[src/rtl/axis_stream_arbiter.sv]
// Packet-level round-robin arbiter merging up to four AXI-Stream sources.
// Optional stall watchdog enabled with `define ARB_WATCHDOG_EN.
module axis_stream_arbiter #(
    parameter int DATA_SIZE      = 32,
    parameter int NUM_SRC        = 4,
    parameter int TIMEOUT_CYCLES = 16
) (
    input  logic                          m00_axis_aclk,
    input  logic                          m00_axis_areset,
    input  logic                          m00_axis_enable,
    input  logic [NUM_SRC-1:0]            src_enable_mask,
    output logic [NUM_SRC-1:0]            src_enable,
    input  logic [NUM_SRC*DATA_SIZE-1:0]  s_axis_tdata,
    input  logic [NUM_SRC*DATA_SIZE/8-1:0] s_axis_tstrb,
    input  logic [NUM_SRC-1:0]            s_axis_tvalid,
    input  logic [NUM_SRC-1:0]            s_axis_tlast,
    output logic [NUM_SRC-1:0]            s_axis_tready,
    output logic [DATA_SIZE-1:0]          m00_axis_tdata,
    output logic [DATA_SIZE/8-1:0]        m00_axis_tstrb,
    output logic                          m00_axis_tvalid,
    output logic                          m00_axis_tlast,
    input  logic                          m00_axis_tready,
    output logic [1:0]                    grant_id,
    output logic                          busy,
    output logic                          timeout_flag
);

    localparam int SW = DATA_SIZE / 8;

    if (NUM_SRC < 2 || NUM_SRC > 4) begin : g_bad_num_src
        $error("NUM_SRC must be in 2..4");
    end
    if (TIMEOUT_CYCLES < 1 || TIMEOUT_CYCLES > 255) begin : g_bad_timeout
        $error("TIMEOUT_CYCLES must be in 1..255");
    end

    typedef enum logic {
        IDLE,
        GRANT
    } state_t;

    state_t       state_q;
    logic [1:0]   grant_q;
    logic [1:0]   last_q;
    logic         busy_q;
    logic [NUM_SRC-1:0] eligible;
    logic [3:0]   elig4;
    logic [1:0]   cand;
    logic [1:0]   pick_d;
    logic         pick_found_d;
    logic         xfer;
    logic         xfer_last;

    assign src_enable = {NUM_SRC{m00_axis_enable}} & src_enable_mask;
    assign eligible   = src_enable & s_axis_tvalid;
    assign elig4      = 4'(eligible);
    assign grant_id   = grant_q;
    assign busy       = busy_q;
    assign xfer       = m00_axis_tvalid & m00_axis_tready;
    assign xfer_last  = xfer & m00_axis_tlast;

    // Round-robin search: first eligible index after last_q, smallest distance wins.
    always_comb begin
        pick_d       = 2'd0;
        pick_found_d = 1'b0;
        cand         = 2'd0;
        for (int k = NUM_SRC; k >= 1; k--) begin
            cand = 2'((int'(last_q) + k) % NUM_SRC);
            if (elig4[cand]) begin
                pick_d       = cand;
                pick_found_d = 1'b1;
            end
        end
    end

    // Zero-latency output mux and ready steering for the granted source.
    always_comb begin
        m00_axis_tdata  = '0;
        m00_axis_tstrb  = '0;
        m00_axis_tvalid = 1'b0;
        m00_axis_tlast  = 1'b0;
        s_axis_tready   = '0;
        if (state_q == GRANT) begin
            for (int i = 0; i < NUM_SRC; i++) begin
                if (grant_q == 2'(i)) begin
                    m00_axis_tdata   = s_axis_tdata[i*DATA_SIZE +: DATA_SIZE];
                    m00_axis_tstrb   = s_axis_tstrb[i*SW +: SW];
                    m00_axis_tvalid  = s_axis_tvalid[i];
                    m00_axis_tlast   = s_axis_tlast[i];
                    s_axis_tready[i] = m00_axis_tready;
                end
            end
        end
    end

`ifdef ARB_WATCHDOG_EN
    logic [7:0] wdog_q;
    logic [7:0] wdog_d;
    logic       tflag_q;
    logic       wdog_hit;

    assign wdog_hit     = (state_q == GRANT) && !m00_axis_tvalid &&
                          (wdog_q == 8'(TIMEOUT_CYCLES - 1));
    assign timeout_flag = tflag_q;

    // Stall counter: cleared outside GRANT and on each transferred beat.
    always_comb begin
        wdog_d = wdog_q;
        if (state_q != GRANT || xfer) begin
            wdog_d = 8'd0;
        end else if (!m00_axis_tvalid) begin
            wdog_d = wdog_q + 8'd1;
        end
    end

    // Watchdog counter register and sticky timeout event flag.
    always_ff @(posedge m00_axis_aclk or posedge m00_axis_areset) begin
        if (m00_axis_areset) begin
            wdog_q  <= 8'd0;
            tflag_q <= 1'b0;
        end else begin
            wdog_q <= wdog_d;
            if (wdog_hit) begin
                tflag_q <= 1'b1;
            end
        end
    end
`else
    logic wdog_hit;

    assign wdog_hit     = 1'b0;
    assign timeout_flag = 1'b0;
`endif

    // Arbitration FSM: grant held from first beat until the tlast beat.
    always_ff @(posedge m00_axis_aclk or posedge m00_axis_areset) begin
        if (m00_axis_areset) begin
            state_q <= IDLE;
            grant_q <= 2'd0;
            last_q  <= 2'(NUM_SRC - 1);
            busy_q  <= 1'b0;
        end else begin
            unique case (state_q)
                IDLE: begin
                    if (pick_found_d) begin
                        grant_q <= pick_d;
                        last_q  <= pick_d;
                        state_q <= GRANT;
                        busy_q  <= 1'b1;
                    end
                end
                GRANT: begin
                    if (xfer_last || wdog_hit) begin
                        state_q <= IDLE;
                        busy_q  <= 1'b0;
                    end
                end
                default: begin
                    state_q <= IDLE;
                    busy_q  <= 1'b0;
                end
            endcase
        end
    end

endmodule

[config.mk]
export PLATFORM = sky130hd
export DESIGN_NAME = axis_stream_arbiter
export DESIGN_NICKNAME = d
export VERILOG_FILES = /design/src/rtl/axis_stream_arbiter.sv
export SDC_FILE = /design/constraint.sdc
export NUM_CORES = 1
export LEC_CHECK = 0
export BUFFER_PORTS_ARGS = -buffer_cell sky130_fd_sc_hd__buf_2
export CORE_AREA = 4 4 79 81
export DETAILED_ROUTE_END_ITERATION = 7
export DIE_AREA = 0 0 83 85
export PLACE_DENSITY = 0.77
export SLEW_MARGIN = 25
export SYNTH_ARGS = -nofsm -noshare
export SYNTH_HDL_FRONTEND = slang
export SYNTH_SLANG_ARGS = --single-unit
[constraint.sdc]
create_clock -name m00_axis_aclk -period 3.9 [get_ports m00_axis_aclk]
set_input_delay 0.195 -clock m00_axis_aclk [delete_from_list [all_inputs] [get_ports m00_axis_aclk]]
set_output_delay 0.195 -clock m00_axis_aclk [all_outputs]
set_load 0.005 [all_outputs]
==> impl_results.md, run 1 <==
- Fillers: 509
- Syn_nets: 314
- Number of global-route vias before repair: 2154
- Minimum period implied by the final worst setup slack: 2.33 ns
- Worst VDD drop: 603 uV
- Max-slew violations: 0
- Fin nets: 513
- Die footprint: 0.00706 sq mm
- Netlist cell types: 36
- Syn_area_per_cell: 11.1 sq um
- Max_cap viols: 0
- Post-Route Skew: 0.00647 ns
- Number of diodes: 0
- Synth Area in Simple Gates: 0.255
- Initial Util: 0.312
- CP Max Fanout: 36
- Crit path from: grant_id[0]$_DFFE_PP0P_
- Largest family of logic cells by synthesized area: multiplexers
- Reg area: 159 sq um
- Power Density: 520 mW/mm^2
- Die Span Y: 85 um
- Clock Sinks: 6
- CP Capture Type: primary output
- Cts bufs inserted: 3
- Post-synthesis adder-cell area fraction: 0
- Actual slew at the worst max-slew pin: 0.889 ns
- Initial antenna violation count: 0
- Skew-Pair Late Insertion Delay: 0.22 ns
- R2r startpoint: grant_id[1]$_DFFE_PP0P_
- Share of layout cells above drive strength 1: 0.764
- CTS resizes: 0
- Die width: 83 um
- Drt total wl: 7170 um
- Global-route wire length before repair: 11200 um
- HP Class: primary input to flip-flop
- Placed Area: 0.00275 sq mm
- Type of origin of the critical path: flip-flop
- CP Class: flip-flop to primary output
- Post-route design area: 0.00280 sq mm
- FMAX: 429 MHz
- Gpl congestion: 0.949
- Register area share after synthesis: 0.0893
- Total negative slack: 0 ns
- Synth warn: 0
- Worst-path clk slew: 0.04 ns
- WP data required: 3.70 ns
- Htree depth: 1
- Xor and xnor area share after synthesis: 0
- Critical path data arrival time: 2.14 ns
- Slew HR: 0.407
- Detail Placement HPWL: 6190 um
- Drt wl/cell: 16.9 um
- Area of the multi-input gates: 0.00143 sq mm
- Most area-consuming cells after synthesis: mux4_2 (50%), and2_1 (14%), dfrtp_1 (5.9%)
- Post-synth design cell area: 0.00171 sq mm
- # DRC: 0
- Final core utilization: 0.512
- Mux cell area share after synthesis: 0.507
- Gr ovfl total: 0
- Gate Count Post-Synth: 154
- Status: complete, no violations
- Post-synth top area cell: mux4_2
- PortBufs: 208
- Final critical-path share of the clock period: 0.598
- Antenna Nets Post-Route: 0
- Area growth syn-to-layout: 63.9%
- Pin count of the biggest net entering global routing: 44
- Via Count: 2134
- Root buffer cell: clkbuf_8
- IO Count: 210
- RSZ-0062 raised after global routing: false
- Commonest non-fill, non-tap cell in the layout: buf_2
- #FFs+latches synth: 6
- Global Route Usage Sum: 0.193
- Post-synth top area share: 0.501
- Hold wc startpoint: m00_axis_tready
- Total iterations of the first detailed-routing run: 4
- CTS tree: built
- Core area: 0.00547 sq mm
- Leak Pwr: 1.41 nW
- Endpoints failing hold: 0
- Synth Area in Compound Gates: 0.0725
- Final setup fails: 0
- 1st-iter DRT viols: 71
- Via density per instance: 5.03
- Site row count: 27
- CTS max path bufs: 2
- Most frequent cells in the layout: buf_2 (208), and2_1 (39), mux4_2 (38), nand2_1 (7), nor2_1 (7)
==> path summary, 6_finish.rpt <==
kind	slack (ns)	depth (start not counted)	to
worst min-delay path	0.40	3	state_q$_DFF_PP0_
worst max-delay path	1.57	4	m00_axis_tdata[28]
worst max register to register	2.02	3	busy$_DFFE_PP0P_
max in group asynchronous	3.22	3	last_q[1]$_DFFE_PP1P_
worst min register to register	0.48	1	busy$_DFFE_PP0P_
min in group asynchronous	0.42	3	grant_id[0]$_DFFE_PP0P_
==> cells by family (layout without fill, tap and decap cells) <==
family	count (synthesis)	after routing
buf+inv	20	218
simple gates	74	74
mux	39	39
compound gates	14	14
flops	6	6
other cells	1	1
==> synthesized netlist by cell type, drive strengths merged <==
cell    count
and2       44
clkbuf      6
a21o        2
a31o        1
a31oi       3
o311ai      1
nand4       2
inv         3
conb        1
dfrtp       4
o21bai      1
o21ai       1
mux2i       1
o22a        1
nor4b       1
a21oi       1
buf        11
a311oi      1
and3        1
nand2       8
nor2        8
nand2b      3
nand3       2
dfstp       2
mux4       38
or2         1
nor3        3
nor4        1
o221ai      2
==> registers in the layout, indices dropped and copies added, names as in the netlist <==
name,cells
busy,1
last_q,2
state_q,1
grant_id,2
==> layout make-up <==
| cell class | count | share of cell area |
|---|---|---|
| clock buffers | 4 | 0.0161 |
| inverters | 3 | 0.00402 |
| multi-input cells | 128 | 0.510 |
| flip-flops and latches | 6 | 0.0567 |
| well taps | 72 | 0.0322 |
| repair buffers | 211 | 0.381 |
==> power breakdown <==
group	leakage [nW]	total (mW)	switching (mW)	internal (mW)
Combinational	1.32	1.03	0.316	0.710
Sequential	0.0645	0.334	0.233	0.102
Clock	0.0228	0.0968	0.0265	0.0703
==> what timing repair did <==
item / in CTS / in global routing
endpoints found under the hold margin: 4 / 0
hold buffers: 1 / 0
buffers inserted: 0 / 0
==> worst max-delay path: stages, from the launching register on <==
cell and delay (ns):
dfrtp_4 0.84, buf_4 0.28, mux4_2 0.50, and2_1 0.16
buf_2 0.12
==> layer usage <==
| layer | wire length [um] | global-route usage | vias to the layer above |
|---|---|---|---|
| met3 | 489 | 0.0350 | 15 |
| met5 | 0 | 0 | - |
| met2 | 4000 | 0.378 | 115 |
| met1 | 2550 | 0.218 | 1011 |
| met4 | 131 | 0.0386 | 0 |
| li1 | - | - | 993 |
==> through the flow <==
stage / worst slack, ns / cells / hold WS [ns] / power [mW]
after floorplan: 2.39 / 154 / -0.0155 / 1.02
after global placement: 1.49 / 419 / 0.112 / 1.36
after CTS: 1.52 / 424 / 0.397 / 1.49
final: 1.57 / 424 / 0.402 / 1.46
after detailed placement: 1.76 / 419 / 0.109 / 1.38
after global routing: 1.40 / 424 / 0.423 / 1.60
Power figures use the tool's default switching activity.
==> inputs of run 2 (changes only) <==
- CORE_AREA: 4 4 79 81 -> not set
- CORE_MARGIN: not set -> 4
- CORE_UTILIZATION: not set -> 30
- DIE_AREA: 0 0 83 85 -> not set
- PLACE_DENSITY: 0.77 -> 0.78
- clock period: 3.9 -> 2.1 ns (I/O delays scaled with it)
==> impl_results.md, run 2 (same netlist as run 1, synthesis figures left out) <==
- Power Density: 983 mW/mm^2 (was 520 mW/mm^2)
- Gpl congestion: 0.932 (was 0.949)
- Grt peak-use layer: met2 (unchanged)
- FMAX: 520 MHz
- Endpoints failing hold: 0 (unchanged)
- Placed Area: 0.00280 sq mm (was 0.00275 sq mm)
- Root buffer cell: clkbuf_8 (unchanged)
- Met3 global-route usage: 0.0415 (was 0.0350)
- Slowest cell delay on critical path: 0.56 ns (was 0.84 ns)
- Worst VDD drop: 603 uV (about the same)
- Drt wl/cell: 17.1 um (was 16.9 um)
- Number of diodes: 0 (unchanged)
- Share of layout cells above drive strength 1: 0.763 (was 0.764)
- Highest-delay cell along the critical path: dfrtp_2 (was dfrtp_4)
- 1st-iter DRT viols: 69 (was 71)
- Total iterations of the first detailed-routing run: 4 (unchanged)
- Critical path cell sequence: buf_12 > mux4_2 > and2_1 > buf_2 (was buf_4 > mux4_2 > and2_1 > buf_2)
- CP Class: flip-flop to primary output (unchanged)
- Pin count of the biggest net entering global routing: 25 (was 44)
- # DRC: 0 (unchanged)
- RSZ-0062 raised after global routing: false (unchanged)
- Commonest non-fill, non-tap cell in the layout: buf_2 (unchanged)
- Cts bufs inserted: 3 (unchanged)
- CTS tree: built (unchanged)
- Via Count: 2192 (was 2134)
- Worst-path clk slew: 0.04 ns (about the same)
- Die Span Y: 83.5 um (was 85 um)
- Initial Util: 0.310 (was 0.312)
- Critical path data arrival time: 1.82 ns (was 2.14 ns)
- Core area: 0.00551 sq mm (was 0.00547 sq mm)
- Fin nets: 515 (was 513)
- Gr ovfl total: 0 (unchanged)
- CP Max Fanout: 19 (was 36)
- CTS max path bufs: 2 (unchanged)
- Antenna Nets Post-Route: 0 (unchanged)
- Final critical-path share of the clock period: 0.917
- Final setup fails: 0 (unchanged)
- Global-route wire length before repair: 11500 um (was 11200 um)
- Clock Sinks: 6 (unchanged)
- Drt total wl: 7260 um (was 7170 um)
- Fillers: 521 (was 509)
- Max-slew violations: 0 (unchanged)
- GR Layer Usage met2: 0.385 (was 0.378)
- Skew-Pair Late Insertion Delay: 0.22 ns (about the same)
- Area growth syn-to-layout: 66.8% (was 63.9%)
- Initial antenna violation count: 0 (unchanged)
- Post-route design area: 0.00285 sq mm (was 0.00280 sq mm)
- Type of origin of the critical path: flip-flop (unchanged)
- Met1 Use GR: 0.222 (was 0.218)
- CTS resizes: 0 (unchanged)
- Die width: 83.5 um (was 83 um)
- Detail Placement HPWL: 6380 um (was 6190 um)
- Most frequent cells in the layout: buf_2 (208), and2_1 (39), mux4_2 (38), nand2_1 (7), nor2_1 (7) (unchanged)
- Minimum period implied by the final worst setup slack: 1.92 ns
- CP Capture Type: primary output (unchanged)
- Hold WS: 0.274 ns (was 0.402 ns)
- Via density per instance: 5.15 (was 5.03)
- Die footprint: 0.00697 sq mm (was 0.00706 sq mm)
- Actual slew at the worst max-slew pin: 0.712 ns (was 0.889 ns)
- Leak Pwr: 1.43 nW (was 1.41 nW)
- WP data required: 2.00 ns (was 3.70 ns)
- PortBufs: 208 (unchanged)
- Post-Route Skew: 0.00444 ns (was 0.00647 ns)
- Htree depth: 1 (unchanged)
- HP Class: primary input to flip-flop (unchanged)
- Number of global-route vias before repair: 2318 (was 2154)
- Max_cap viols: 0 (unchanged)
- Site row count: 27 (unchanged)
- Global Route Usage Sum: 0.202 (was 0.193)
- IO Count: 210 (unchanged)
- Status: complete, no violations (unchanged)
- Total negative slack: 0 ns (unchanged)
- Slew HR: 0.525 (was 0.407)
run 2: cell types whose count changed in the layout (fill, tap and decap cells not counted), sizes merged:
cell / before / now
buf: 210 / 212
run 2: path summary, 6_finish.rpt:
check                      slack, ns                     from                     to  depth (start not counted)
max                             0.18  grant_id[0]$_DFFE_PP0P_      m00_axis_tstrb[2]                          4
min                             0.27          m00_axis_tready       busy$_DFFE_PP0P_                          3
max reg2reg                     0.52        state_q$_DFF_PP0_  last_q[1]$_DFFE_PP1P_                          3
min reg2reg                     0.48         busy$_DFFE_PP0P_       busy$_DFFE_PP0P_                          1
max in group asynchronous       1.49          m00_axis_areset  last_q[0]$_DFFE_PP1P_                          3
min in group asynchronous       0.34          m00_axis_areset       busy$_DFFE_PP0P_                          3
run 2: final cells by class:
type,instances,area (sq um),area share
Tap cell,72,90.1,0.0316
Clock buffer,4,45.0,0.0158
Inverter,3,11.3,0.00395
Sequential cell,6,155,0.0544
Multi-Input combinational cell,128,1430,0.502
Timing Repair Buffer,213,1120,0.392
run 2: worst max-delay path, delay by kind of cell, from the launching register on:
kind | cells | cell delay, ns
AND/OR/NAND/NOR | 1 | 0.16
multiplexers | 1 | 0.51
buffers and inverters | 2 | 0.35
flip-flops | 1 | 0.56
run 2: routing by layer:
layer  vias up  wire [um]
met2       109       4020
met4         0        172
met3        18        495
li1        998          -
met5         -          0
met1      1067       2570
run 2: through the flow:
stage               power [mW]   util  std cells  setup WS, ns
global placement          2.61  0.508        421         0.400
finish                    2.80  0.518        426         0.175
CTS                       2.85  0.518        426         0.144
global route              3.07  0.518        426        0.0629
detailed placement        2.66  0.508        421         0.387
floorplan                 1.89      -        154         0.677
run 2: what timing repair did:
item | CTS | global route
hold endpoints to repair | 4 | 0
setup buffers | 0 | 0
hold buffers | 1 | 0
run 2: power by group:
part           switching (mW)  internal, mW
clock network          0.0511         0.131
registers               0.217         0.186
logic                   0.813          1.40
total                    1.08          1.72
==> inputs of run 3 (changes only) <==
- ABC_AREA: not set -> 1
- CORE_UTILIZATION: 30 -> 31
- CTS_CLUSTER_SIZE: not set -> 20
- PLACE_DENSITY: 0.78 -> 0.79
==> impl_results.md, run 3 <==
- Status: complete, no violations (unchanged)
- PortBufs: 208 (unchanged)
- CTS tree: built (unchanged)
- CP Max Fanout: 14 (was 19)
- Die footprint: 0.00695 sq mm (was 0.00697 sq mm)
- Final core utilization: 0.520 (was 0.518)
- Drt wl/cell: 14.7 um (was 17.1 um)
- Global Route Usage Sum: 0.236 (was 0.202)
- Slowest cell delay on critical path: 0.46 ns (was 0.56 ns)
- Commonest non-fill, non-tap cell in the layout: buf_2 (unchanged)
- Netlist cell types: 25 (was 36)
- Number of global-route vias before repair: 2897 (was 2318)
- Max-slew violations: 0 (unchanged)
- Leak Pwr: 1.76 nW (was 1.43 nW)
- Clock Sinks: 6 (unchanged)
- Drt total wl: 8730 um (was 7260 um)
- Syn_area_per_cell: 5.35 sq um (was 11.1 sq um)
- Gate Count Post-Synth: 329 (was 154)
- Htree depth: 1 (unchanged)
- RSZ-0062 raised after global routing: false (unchanged)
- Post-synth top area share: 0.159 (was 0.501)
- Syn_nets: 489 (was 314)
- HP Class: primary input to flip-flop (unchanged)
- Sw frac: 0.557 (was 0.386)
- Setup ws final: 0.271 ns (was 0.175 ns)
- Synth warn: 0 (unchanged)
- Detail Placement HPWL: 6890 um (was 6380 um)
- Fin nets: 683 (was 515)
- Max_cap viols: 0 (unchanged)
- Via density per instance: 5.04 (was 5.15)
- Number of diodes: 0 (unchanged)
- Total iterations of the first detailed-routing run: 4 (unchanged)
- Top-count cell post-synth: nand2_1 (was and2_1)
- Via Count: 2996 (was 2192)
- Sequential power share: 0.087 (was 0.144)
- Synth top cells by count: nand2_1 (73), nand3_1 (56), inv_1 (50) (was and2_1 (39), mux4_2 (38), nand2_1 (7), nor2_1 (7))
- IO Count: 210 (unchanged)
- Clock Power Share: 0.055 (was 0.065)
- # DRC: 0 (unchanged)
- Core area: 0.00551 sq mm (unchanged)
- CP Capture Type: primary output (unchanged)
- Initial Util: 0.320 (was 0.310)
- Placed cell count: 589 (was 421)
- Most frequent cells in the layout: buf_2 (208), nand2_1 (73), nand3_1 (56), inv_1 (50), o21ai_0 (40) (was buf_2 (208), and2_1 (39), mux4_2 (38), nand2_1 (7), nor2_1 (7))
- Ys flop type: dfrtp_1 (unchanged)
- Minimum period implied by the final worst setup slack: 1.83 ns (was 1.92 ns)
- Most area-consuming cells after synthesis: nand3_1 (16%), nand2_1 (16%), o21ai_0 (11%) (was mux4_2 (50%), and2_1 (14%), dfrtp_1 (5.9%))
- Final critical-path share of the clock period: 0.871 (was 0.917)
- Highest-delay cell along the critical path: dfrtp_1 (was dfrtp_2)
- Gate power share: 0.857 (was 0.791)
- Skew-Pair Late Insertion Delay: 0.23 ns (was 0.22 ns)
- Critical path cell sequence: inv_2 > nor2_2 > inv_1 > o221ai_1 > a21oi_1 > buf_2 (was buf_12 > mux4_2 > and2_1 > buf_2)
- Gpl congestion: 1.02 (was 0.932)
- Final setup fails: 0 (unchanged)
- Number of flops mapped to enable cells by yosys: 0 (unchanged)
- Gr ovfl total: 0 (unchanged)
- Switching power of the nets: 1.92 mW (was 1.08 mW)
- 1st-iter DRT viols: 148 (was 69)
- Critical path data arrival time: 1.72 ns (was 1.82 ns)
- Register area share after synthesis: 0.0867 (was 0.0893)
- Worst VDD drop: 665 uV (was 603 uV)
- Internal: 1.53 mW (was 1.72 mW)
- Type of origin of the critical path: flip-flop (unchanged)
- Async set-reset flop share out of synthesis: 1.00 (unchanged)
- Antenna Nets Post-Route: 0 (unchanged)
- WP data required: 2.00 ns (about the same)
- Cts bufs inserted: 3 (unchanged)
- Pre-CTS WS: 0.488 ns (was 0.387 ns)
- Share of layout cells above drive strength 1: 0.456 (was 0.763)
- Endpoints failing hold: 0 (unchanged)
- CTS max path bufs: 2 (unchanged)
- Root buffer cell: clkbuf_8 (unchanged)
- Post-synth top area cell: nand3_1 (was mux4_2)
- Total negative slack: 0 ns (unchanged)
- Global-route wire length before repair: 14000 um (was 11500 um)
- #FFs+latches synth: 6 (unchanged)
- Post-synth design cell area: 0.00176 sq mm (was 0.00171 sq mm)
- Initial antenna violation count: 0 (unchanged)
- Die width: 83.4 um (was 83.5 um)
- Worst-path clk slew: 0.04 ns (about the same)
- Die Span Y: 83.4 um (was 83.5 um)
- Post-Route Skew: 0.00140 ns (was 0.00444 ns)
- Site row count: 27 (unchanged)
- Post-Layout Cell Count: 594 (was 426)
- CP Class: flip-flop to primary output (unchanged)
- Area growth syn-to-layout: 62.6% (was 66.8%)
- Pin count of the biggest net entering global routing: 38 (was 25)
- Power Density: 1210 mW/mm^2 (was 983 mW/mm^2)
- Post-CTS Setup Bufs: 0 (unchanged)
- FMAX: 547 MHz (was 520 MHz)
-- run 3: logic make-up after synthesis --
group           Yosys count  share of synthesized area
compound gates           96                      0.344
xor+xnor                  2                    0.00995
buf+inv                  83                      0.198
simple gates            141                      0.359
other cells               1                    0.00213
flops                     6                     0.0867
-- run 3: power by group through the flow --
stage | Sequential (mW) | Clock (mW) | Combinational, mW
floorplan | 0.223 | 0 | 1.95
detailed placement | 0.305 | 0 | 2.94
CTS | 0.302 | 0.196 | 2.95
global placement | 0.295 | 0 | 2.91
finish | 0.302 | 0.190 | 2.96
global route | 0.316 | 0.208 | 3.34
-- run 3: path summary, 6_finish.rpt --
check	slack, ns	depth (start not counted)	startpoint	to
max	0.27	6	grant_id[1]$_DFFE_PP0P_	m00_axis_tdata[13]
min	0.22	4	m00_axis_tready	busy$_DFFE_PP0P_
max reg2reg	0.49	7	grant_id[0]$_DFFE_PP0P_	state_q$_DFF_PP0_
min reg2reg	0.49	2	busy$_DFFE_PP0P_	busy$_DFFE_PP0P_
max in group asynchronous	1.51	3	m00_axis_areset	last_q[1]$_DFFE_PP1P_
min in group asynchronous	0.33	3	m00_axis_areset	state_q$_DFF_PP0_
-- run 3: critical path, delay by kind of cell, from the launching register on --
kind / cells / cell delay, ns
simple gates: 1 / 0.05
compound gates: 2 / 0.38
flops: 1 / 0.46
buf+inv: 3 / 0.60
-- run 3: cell type report --
class	instances	area, sq um
clock buffers	4	45.0
fillers	573	2640
inverters	56	211
multi-input cells	240	1260
flip-flops and latches	6	154
well taps	72	90.1
repair buffers	216	1100
-- run 3: per-layer routing --
metal / up-vias / wire length (um) / global-route usage
li1: 1500 / - / -
met1: 1337 / 3440 / 0.294
met2: 145 / 4390 / 0.424
met3: 14 / 794 / 0.0437
met4: 0 / 104 / 0.0446
met5: - / 0 / 0
-- run 3: per-stage QoR --
step           power (mW)  hold slack, ns  area (sq um)
2_1_floorplan        2.18          -0.105          1760
3_3_place_gp         3.20          0.0252          2810
3_5_place_dp         3.25          0.0294          2810
4_1_cts              3.45           0.214          2860
5_1_grt              3.86           0.246          2860
6_report             3.45           0.218          2860
-- run 3: timing repair --
action,CTS,global route
hold buffers,1,0
endpoints found under the hold margin,4,0
setup endpoints to repair,0,0
resized for setup,0,0
